**config.mk**
```make
export PLATFORM = sky130hd
export DESIGN_NAME = dnn_result_collector
export DESIGN_NICKNAME = d
export VERILOG_FILES = /design/src/rtl/dnn_pkg.sv /design/src/rtl/dnn_sat.sv /design/src/rtl/dnn_result_collector.sv
export SDC_FILE = /design/constraint.sdc
export NUM_CORES = 1
export LEC_CHECK = 0
export CORE_MARGIN = 1.5
export CORE_UTILIZATION = 48
export DETAILED_ROUTE_END_ITERATION = 12
export PLACE_DENSITY = 0.78
export SLEW_MARGIN = 20
export SYNTH_ARGS = -nofsm -noshare
export SYNTH_HDL_FRONTEND = slang
export SYNTH_SLANG_ARGS = --single-unit
export TNS_END_PERCENT = 100
```
**constraint.sdc**
```tcl
create_clock -name clk -period 2.5 [get_ports clk]
set_clock_uncertainty 0.1 [all_clocks]
set_input_delay 0.5 -clock clk [delete_from_list [all_inputs] [get_ports clk]]
set_output_delay 0.5 -clock clk [all_outputs]
set_load 0.1 [all_outputs]
```
**src/rtl/dnn_pkg.sv**
```systemverilog
`default_nettype none
// ============================================================================
// Module  : dnn_pkg
// Brief   : Shared widths and the queued result record for the DNN back end.
// Revision: 1.0  initial release
// ============================================================================
package dnn_pkg;

    localparam int DNN_OUT_W = 21;
    localparam int DNN_RES_W = 12;

    typedef struct packed {
        logic                        cls;
        logic                        sat;
        logic signed [DNN_RES_W-1:0] r0;
        logic signed [DNN_RES_W-1:0] r1;
    } dnn_result_t;

endpackage
`default_nettype wire

```
**src/rtl/dnn_sat.sv**
```systemverilog
`default_nettype none
// ============================================================================
// Module  : dnn_sat
// Brief   : Combinational signed saturator, IN_W -> OUT_W with clip flag.
// Revision: 1.0  initial release
// ============================================================================
module dnn_sat #(
    parameter int IN_W  = 21,
    parameter int OUT_W = 12
) (
    input  logic [IN_W-1:0]  i_din,
    output logic [OUT_W-1:0] o_dout,
    output logic             o_sat
);

    // Output range limits, sign-extended to the input width for comparison
    localparam logic [IN_W-1:0] c_max_in = {{(IN_W-OUT_W+1){1'b0}}, {(OUT_W-1){1'b1}}};
    localparam logic [IN_W-1:0] c_min_in = {{(IN_W-OUT_W+1){1'b1}}, {(OUT_W-1){1'b0}}};

    always_comb begin
        o_dout = i_din[OUT_W-1:0];
        o_sat  = 1'b0;
        if ($signed(i_din) > $signed(c_max_in)) begin
            o_dout = {1'b0, {(OUT_W-1){1'b1}}};
            o_sat  = 1'b1;
        end else if ($signed(i_din) < $signed(c_min_in)) begin
            o_dout = {1'b1, {(OUT_W-1){1'b0}}};
            o_sat  = 1'b1;
        end
    end

endmodule
`default_nettype wire

```
**src/rtl/dnn_result_collector.sv**
```systemverilog
`default_nettype none
// ============================================================================
// Module  : dnn_result_collector
// Brief   : Captures/saturates DNN outputs, labels the class and queues them
//           in a show-ahead FIFO drained over valid/ready; sticky error flags.
// Revision: 1.0  initial release
// ============================================================================
module dnn_result_collector
    import dnn_pkg::*;
#(
    parameter int OUT_W = DNN_OUT_W,
    parameter int RES_W = DNN_RES_W,
    parameter int DEPTH = 4
) (
    input  logic                     clk,
    input  logic                     rst,
    input  logic [OUT_W-1:0]         out0,
    input  logic [OUT_W-1:0]         out1,
    input  logic                     out0_ready,
    input  logic                     out1_ready,
    output logic                     res_valid,
    input  logic                     res_ready,
    output logic [RES_W-1:0]         res0,
    output logic [RES_W-1:0]         res1,
    output logic                     res_class,
    output logic                     res_sat,
    output logic [$clog2(DEPTH):0]   count,
    output logic                     overflow,
    output logic                     proto_err,
    input  logic                     clr_err
);

    localparam int PTR_W = $clog2(DEPTH);
    localparam int CNT_W = PTR_W + 1;

    logic [PTR_W-1:0] r_wr_ptr;
    logic [PTR_W-1:0] r_rd_ptr;
    logic [CNT_W-1:0] r_count;
    logic             r_overflow;
    logic             r_proto_err;
    dnn_result_t      r_mem [DEPTH];

    logic [RES_W-1:0] w_sat0;
    logic [RES_W-1:0] w_sat1;
    logic             w_clip0;
    logic             w_clip1;
    logic             w_capture;
    logic             w_full;
    logic             w_valid;
    logic             w_pop;
    logic             w_push;
    dnn_result_t      w_entry;
    dnn_result_t      w_head;

    dnn_sat #(.IN_W(OUT_W), .OUT_W(RES_W)) u_sat0 (
        .i_din  (out0),
        .o_dout (w_sat0),
        .o_sat  (w_clip0)
    );

    dnn_sat #(.IN_W(OUT_W), .OUT_W(RES_W)) u_sat1 (
        .i_din  (out1),
        .o_dout (w_sat1),
        .o_sat  (w_clip1)
    );

    assign w_capture = out0_ready & out1_ready;
    assign w_full    = (r_count == CNT_W'(DEPTH));
    assign w_valid   = (r_count != '0);
    assign w_pop     = w_valid & res_ready;
    // A full FIFO still accepts when the head leaves in the same cycle
    assign w_push    = w_capture & (~w_full | w_pop);

    always_comb begin
        w_entry     = '0;
        w_entry.cls = ($signed(out1) > $signed(out0));
        w_entry.sat = w_clip0 | w_clip1;
        w_entry.r0  = w_sat0;
        w_entry.r1  = w_sat1;
    end

    always_ff @(posedge clk) begin
        if (w_push) begin
            r_mem[r_wr_ptr] <= w_entry;
        end
    end

    always_ff @(posedge clk or posedge rst) begin
        if (rst) begin
            r_wr_ptr    <= '0;
            r_rd_ptr    <= '0;
            r_count     <= '0;
            r_overflow  <= 1'b0;
            r_proto_err <= 1'b0;
        end else begin
            if (w_push) begin
                r_wr_ptr <= r_wr_ptr + PTR_W'(1);
            end
            if (w_pop) begin
                r_rd_ptr <= r_rd_ptr + PTR_W'(1);
            end
            if (w_push && !w_pop) begin
                r_count <= r_count + CNT_W'(1);
            end else if (w_pop && !w_push) begin
                r_count <= r_count - CNT_W'(1);
            end
            // Set events win over a coincident clear
            if (w_capture && w_full && !w_pop) begin
                r_overflow <= 1'b1;
            end else if (clr_err) begin
                r_overflow <= 1'b0;
            end
            if (out0_ready ^ out1_ready) begin
                r_proto_err <= 1'b1;
            end else if (clr_err) begin
                r_proto_err <= 1'b0;
            end
        end
    end

    assign w_head    = r_mem[r_rd_ptr];
    assign res_valid = w_valid;
    assign res0      = w_valid ? w_head.r0  : '0;
    assign res1      = w_valid ? w_head.r1  : '0;
    assign res_class = w_valid ? w_head.cls : 1'b0;
    assign res_sat   = w_valid ? w_head.sat : 1'b0;
    assign count     = r_count;
    assign overflow  = r_overflow;
    assign proto_err = r_proto_err;

endmodule
`default_nettype wire

```
---- Word-level counts from Yosys, hierarchy flattened ----
Memory sizes are Yosys's and may differ from the RTL's.
Index checks and enable logic that the tools add are counted.
cells by class
  add/subtract/negate cells ............... 4
  $lt $le $gt $ge ......................... 5
  equality and inequality tests ........... 1
  multiplexer cells ....................... 19
  bitwise operators ....................... 7
  reduce and logical (&&, ||, !) cells .... 10
operators by type and width
  kind                                                   count
  two-way mux 12 bit                                     6
  > comparator 21 x 12 -> 1 bit (second input constant)  2
  < comparator 21 x 12 -> 1 bit (second input constant)  2
  > comparator 21 bit                                    1
  two-way mux 1 bit                                      11
  two-way mux 3 bit                                      2
  nonzero test 2 bit                                     3
  adder 2 x 1 -> 2 bit (second input constant)           2
  logical AND 1 bit                                      4
  adder 3 x 1 -> 3 bit (second input constant)           1
  bitwise AND 1 bit                                      3
  == test 3 bit (second input constant)                  1
  nonzero test 3 bit                                     1
  subtractor 3 x 1 -> 3 bit (second input constant)      1
  zero test 1 bit                                        2
  OR 1 bit                                               2
  NOT 1 bit                                              1
  bitwise XOR 1 bit                                      1
word-level totals
  register bits after elaboration ......... 9
  memory bits (writable) .................. 104
  input bits .............................. 48
  output and inout bits ................... 32
  logic and storage cells ................. 52
  memories ................................ 1
memories
  memory  depth  bits a word  read ports  clocked after memory_dff  write ports  line                        RTL
  r_mem   4      26           1           0                         1            dnn_result_collector.sv:41  dnn_result_t r_mem [DEPTH];

---- Logic depth before layout (Yosys ltp) ----
  depth after elaboration ................. 8
  depth in mapped cells ................... 9
  mapped depth without buffers ............ 8

---- By module ----
Synthesis repeated with hierarchy kept, for this count alone.
unflattened totals
  cells, all modules ...................... 358
  area, all modules ....................... 5615.4 um^2
modules (own cells, without submodules)
  module                instances  cells an instance  area each (um^2)  sequential area each (um^2)
  dnn_result_collector  1          284                4984.8            3348.2
  dnn_sat               2          37                 315.3             0.0

---- Worst setup path before layout ----
No wires, ideal clock.
  path kind ............................... reg2out
  start point ............................. reg r_count[0] (netlist: count[0])
  end point ............................... out res1[10]
  arrival time ............................ 3.071 ns
  required time ........................... 1.900 ns
  path slack .............................. -1.171 ns
  cell stages (with the launch flop) ...... 4
  path buffers ............................ 1
  cells stage by stage .................... dfrtp_1 or3_1 clkbuf_1 and2_1
between the ends
  longest elaborated chain between the ends .. 2
RTL lines
  element                   line                         RTL
  start: declaration        dnn_result_collector.sv:38   logic [CNT_W-1:0] r_count;
  start signal: assignment  dnn_result_collector.sv:103  r_count <= r_count + CNT_W'(1);
  start signal: assignment  dnn_result_collector.sv:105  r_count <= r_count - CNT_W'(1);
  nonzero test 3 bit        dnn_result_collector.sv:69   assign w_valid = (r_count != '0);
  via res_valid             dnn_result_collector.sv:21   output logic res_valid,
  two-way mux 12 bit        dnn_result_collector.sv:124  assign res1 = w_valid ? w_head.r1 : '0;
  end: declaration          dnn_result_collector.sv:24   output logic [RES_W-1:0] res1,
The timed path passes the listed nets, and every way through them passes these cells.

---- Worst setup path after layout ----
  start point ............................. reg r_rd_ptr[0]
  end point ............................... out res0[2]
between the ends
  longest elaborated chain between the ends .. 2
RTL lines
  element                   line                         RTL
  start: declaration        dnn_result_collector.sv:37   logic [PTR_W-1:0] r_rd_ptr;
  start signal: assignment  dnn_result_collector.sv:100  r_rd_ptr <= r_rd_ptr + PTR_W'(1);
  memory (4 x 26 bit)       --
  two-way mux 12 bit        dnn_result_collector.sv:123  assign res0 = w_valid ? w_head.r0 : '0;
  end: declaration          dnn_result_collector.sv:23   output logic [RES_W-1:0] res0,
Every way passes these cells.

==> results_dict.tcl <==
set metrics [dict create \
    outcome "complete, but fails checks" \
    violations "negative setup slack" \
    p_comb_share_pct 56.1 \
    io_pins 80 \
    place_inst 586 \
    cp.required_ns 1.90 \
    p_leak_uw 0.00301 \
    worst_slack_ns -0.136 \
    max_slew.worst_pin.slew_ns 0.572 \
    drtPass1Iterations 4 \
    finalSetupTns_ns -2.70 \
    crit_type "reg -> out" \
    min_period_over_period_pct 105 \
    cp_max_fo 7 \
    drt-wirelength-per-cell_um 19.7 \
    fin_util_pct 70.6 \
    syn_nets 416 \
    die_x_um 108 \
    yosys_warnings 0 \
    synthFlopType "edfxtp_1" \
    diodes 0 \
    antenna_found_initial 0 \
    min_path_type "in -> async" \
    synth.cell_area_mm2 0.00530 \
    yosysSeqAreaShare_pct 63.2 \
    first_iter_violations 320 \
    rsz0062_at_grt "yes" \
    routed_wirelength_um 12300 \
    critPathCaptureType "output pin" \
    viasPerCell 5.41 \
    drive_above_1_share_pct 35.1 \
    place.gp.congestion 0.831 \
    grt_max_degree 29 \
    fmax_ghz 0.379 \
    ir_drop_mv 1.15 \
    cts_made_buffers 17 \
    die-area_mm2 0.0117 \
    reg2reg_depth 6 \
    die_h_um 108 \
    internal-power_uw 6510 \
    drc 0 \
    drtAntennaViolNets 0 \
    io_buffers 79 \
    p_clk_share_pct 22.1 \
    syn-instance-count 340 \
    coreArea_mm2 0.0108 \
    ys_async_sr_fraction_pct 7.96 \
    num_rows 38 \
    grt_pass1_wl_um 19300 \
    dp.final_hpwl_um 7580 \
    dpl_worst_slack_ns -0.231 \
    maxCapViolations 0 \
    grt_overflow 0 \
    synth_seq_cells 113 \
    area_delta_synth_final_pct 43.7 \
    seqCellArea_mm2 0.00336 \
    nNetsFinal 548 \
    vias 3383 \
    cts.path.max_buffers 2 \
    pwr-share-seq_pct 21.8 \
    grt_usage_pct 23.2 \
    relSlewSlack_pct 61.7 \
    finalMaxSlewViolations 0 \
    multi_input_area_mm2 0.00178 \
    grt_pass1_vias 3555 \
    p_per_area_mw_per_mm2 1470 \
    cp.arrival_ns 2.04 \
    fillCellCount 665 \
    layoutNonFillerInstCount 625 \
    syn_avg_cell_area_um2 15.6 \
    setup_viol 26 \
    hold_violations 0 \
    clock_sinks 113 \
    p_sw_uw 4660 \
    synth.distinct_cells 40 \
    swShare_pct 41.7 \
    clock_latency_ns 0.51 \
    synth_edf_count 104 \
    htree_levels 4 \
    start_util_pct 49.1 \
    cts_tree "done" \
    root_buffer "clkbuf_8" \
    clk_pin_slew_ns 0.05 \
    startpoint_type "flop" \
    stdcell_area_mm2 0.00762 \
    post_dp_cell_area_mm2 0.00686 \
    period_needed_ns 2.64 \
]
-- path summary, 6_finish.rpt --
path                             start       end  slack [ns]
setup / recovery           r_rd_ptr[0]   res0[2]       -0.14
hold / removal                     rst  count[0]        0.16
setup reg to reg              count[0]  count[1]        0.19
hold reg to reg               count[2]  count[2]        0.39
max in group asynchronous          rst  count[0]        1.84
min in group clk              count[2]  count[2]        0.39
-- cells by family (layout without fill, tap and decap cells) --
group,Yosys count,count (layout),share of synthesized area [%]
flops,113,113,63.2
simple gates,86,86,8.36
buf+inv,45,190,4.11
compound gates,35,35,4.79
fa+ha+maj,28,28,6.75
mux,27,27,11.8
xor+xnor,6,6,0.991
-- flip-flops by register name, summed over array words and instances (netlist names) --
| register | count |
|---|---|
| r_rd_ptr | 2 |
| r_wr_ptr | 2 |
| count | 3 |
| proto_err | 1 |
| r_mem | 104 |
| overflow | 1 |
-- cells in the mapped netlist, drive strengths merged (2+ instances only) --
cell type    n  area, um^2
nand4        4        25.0
edfxtp     104        3120
nor3         2        10.0
o21ai        3        15.0
dfrtp        9         225
nor2         4        15.0
nand2       33         124
buf         10        86.3
a31oi        2        12.5
clkbuf       6        22.5
nand3        5        25.0
a21o        14         105
xnor2        4        35.0
xor2         2        17.5
a21oi        6        30.0
inv         29         109
ha          27         338
and2        30         188
nor4         3        18.8
mux4        26         616
-- critical path: stages, from the launching register on --
cell and delay, ns:
dfrtp_2 0.37, buf_6 0.14, buf_12 0.14, mux4_1 0.54, and2_4 0.18, buf_12 0.16
-- cell usage in the layout (no fill, tap or decap), types with 2 or more instances in the layout --
cell type        Yosys  routed
inv_1               29      29
a31oi_1              2       2
ha_1                27      27
clkinv_4             0       3
buf_12               2      35
nand4_1              4       4
edfxtp_1           104     104
clkbuf_16            0      16
bufinv_16            0       4
xor2_1               2       2
a21oi_1              6       6
o21ai_0              3       3
clkdlybuf4s50_1      0      47
xnor2_1              4       4
clkinv_2             0       3
nor2_1               4       4
and2_4               0      26
buf_6                1       2
nor4_1               3       3
buf_4                0      42
nand2_1             33      33
nand3_1              5       5
nor3_1               2       2
and2_1              30       4
clkinvlp_4           0       2
mux4_2              18      25
a21o_1              14      14
buf_16               0       3
dfrtp_2              0       3
dfrtp_1              9       5
-- power groups by stage --
stage	Clock, uW	Sequential (uW)	Combinational (uW)
finish	2470	2440	6260
global route	2570	2460	6500
CTS	2490	2440	6290
detailed placement	0	2470	5760
global placement	0	2450	5730
floorplan	0	2650	3630
-- routing by layer --
layer / up-vias / GRT usage (%) / part of all wire, % / wire, um
li1: 1545 / - / - / -
met1: 1699 / 30.6 / 43 / 5320
met2: 123 / 37.4 / 50 / 6090
met3: 16 / 4.88 / 5.5 / 672
met4: 0 / 10.2 / 1.7 / 209
met5: - / 0 / 0 / 0
-- repair_timing --
item / in CTS / in global routing
hold endpoints to repair: 0 / 0
gates cloned: 3 / 0
hold buffers: 0 / 0
endpoints found under the setup margin: 27 / 26
gates resized for setup: 39 / 4
pin swaps: 13 / 1
buffers inserted: 4 / 1
-- through the flow --
step	hold WS (ns)	power, uW
6_report	0.157	11200
5_1_grt	0.202	11500
4_1_cts	0.153	11200
3_5_place_dp	0.377	8230
3_3_place_gp	0.363	8180
2_1_floorplan	0.228	6270
-- cell type report --
class                   instances  share of cell area [%]
multi-input cells             182                    23.3
flip-flops and latches        113                    44.1
clock inverters                14                    2.48
repair buffers                129                    20.9
inverters                      29                    1.43
well taps                     140                    2.30
clock buffers                  18                    5.49
Power figures use the tool's default switching activity.
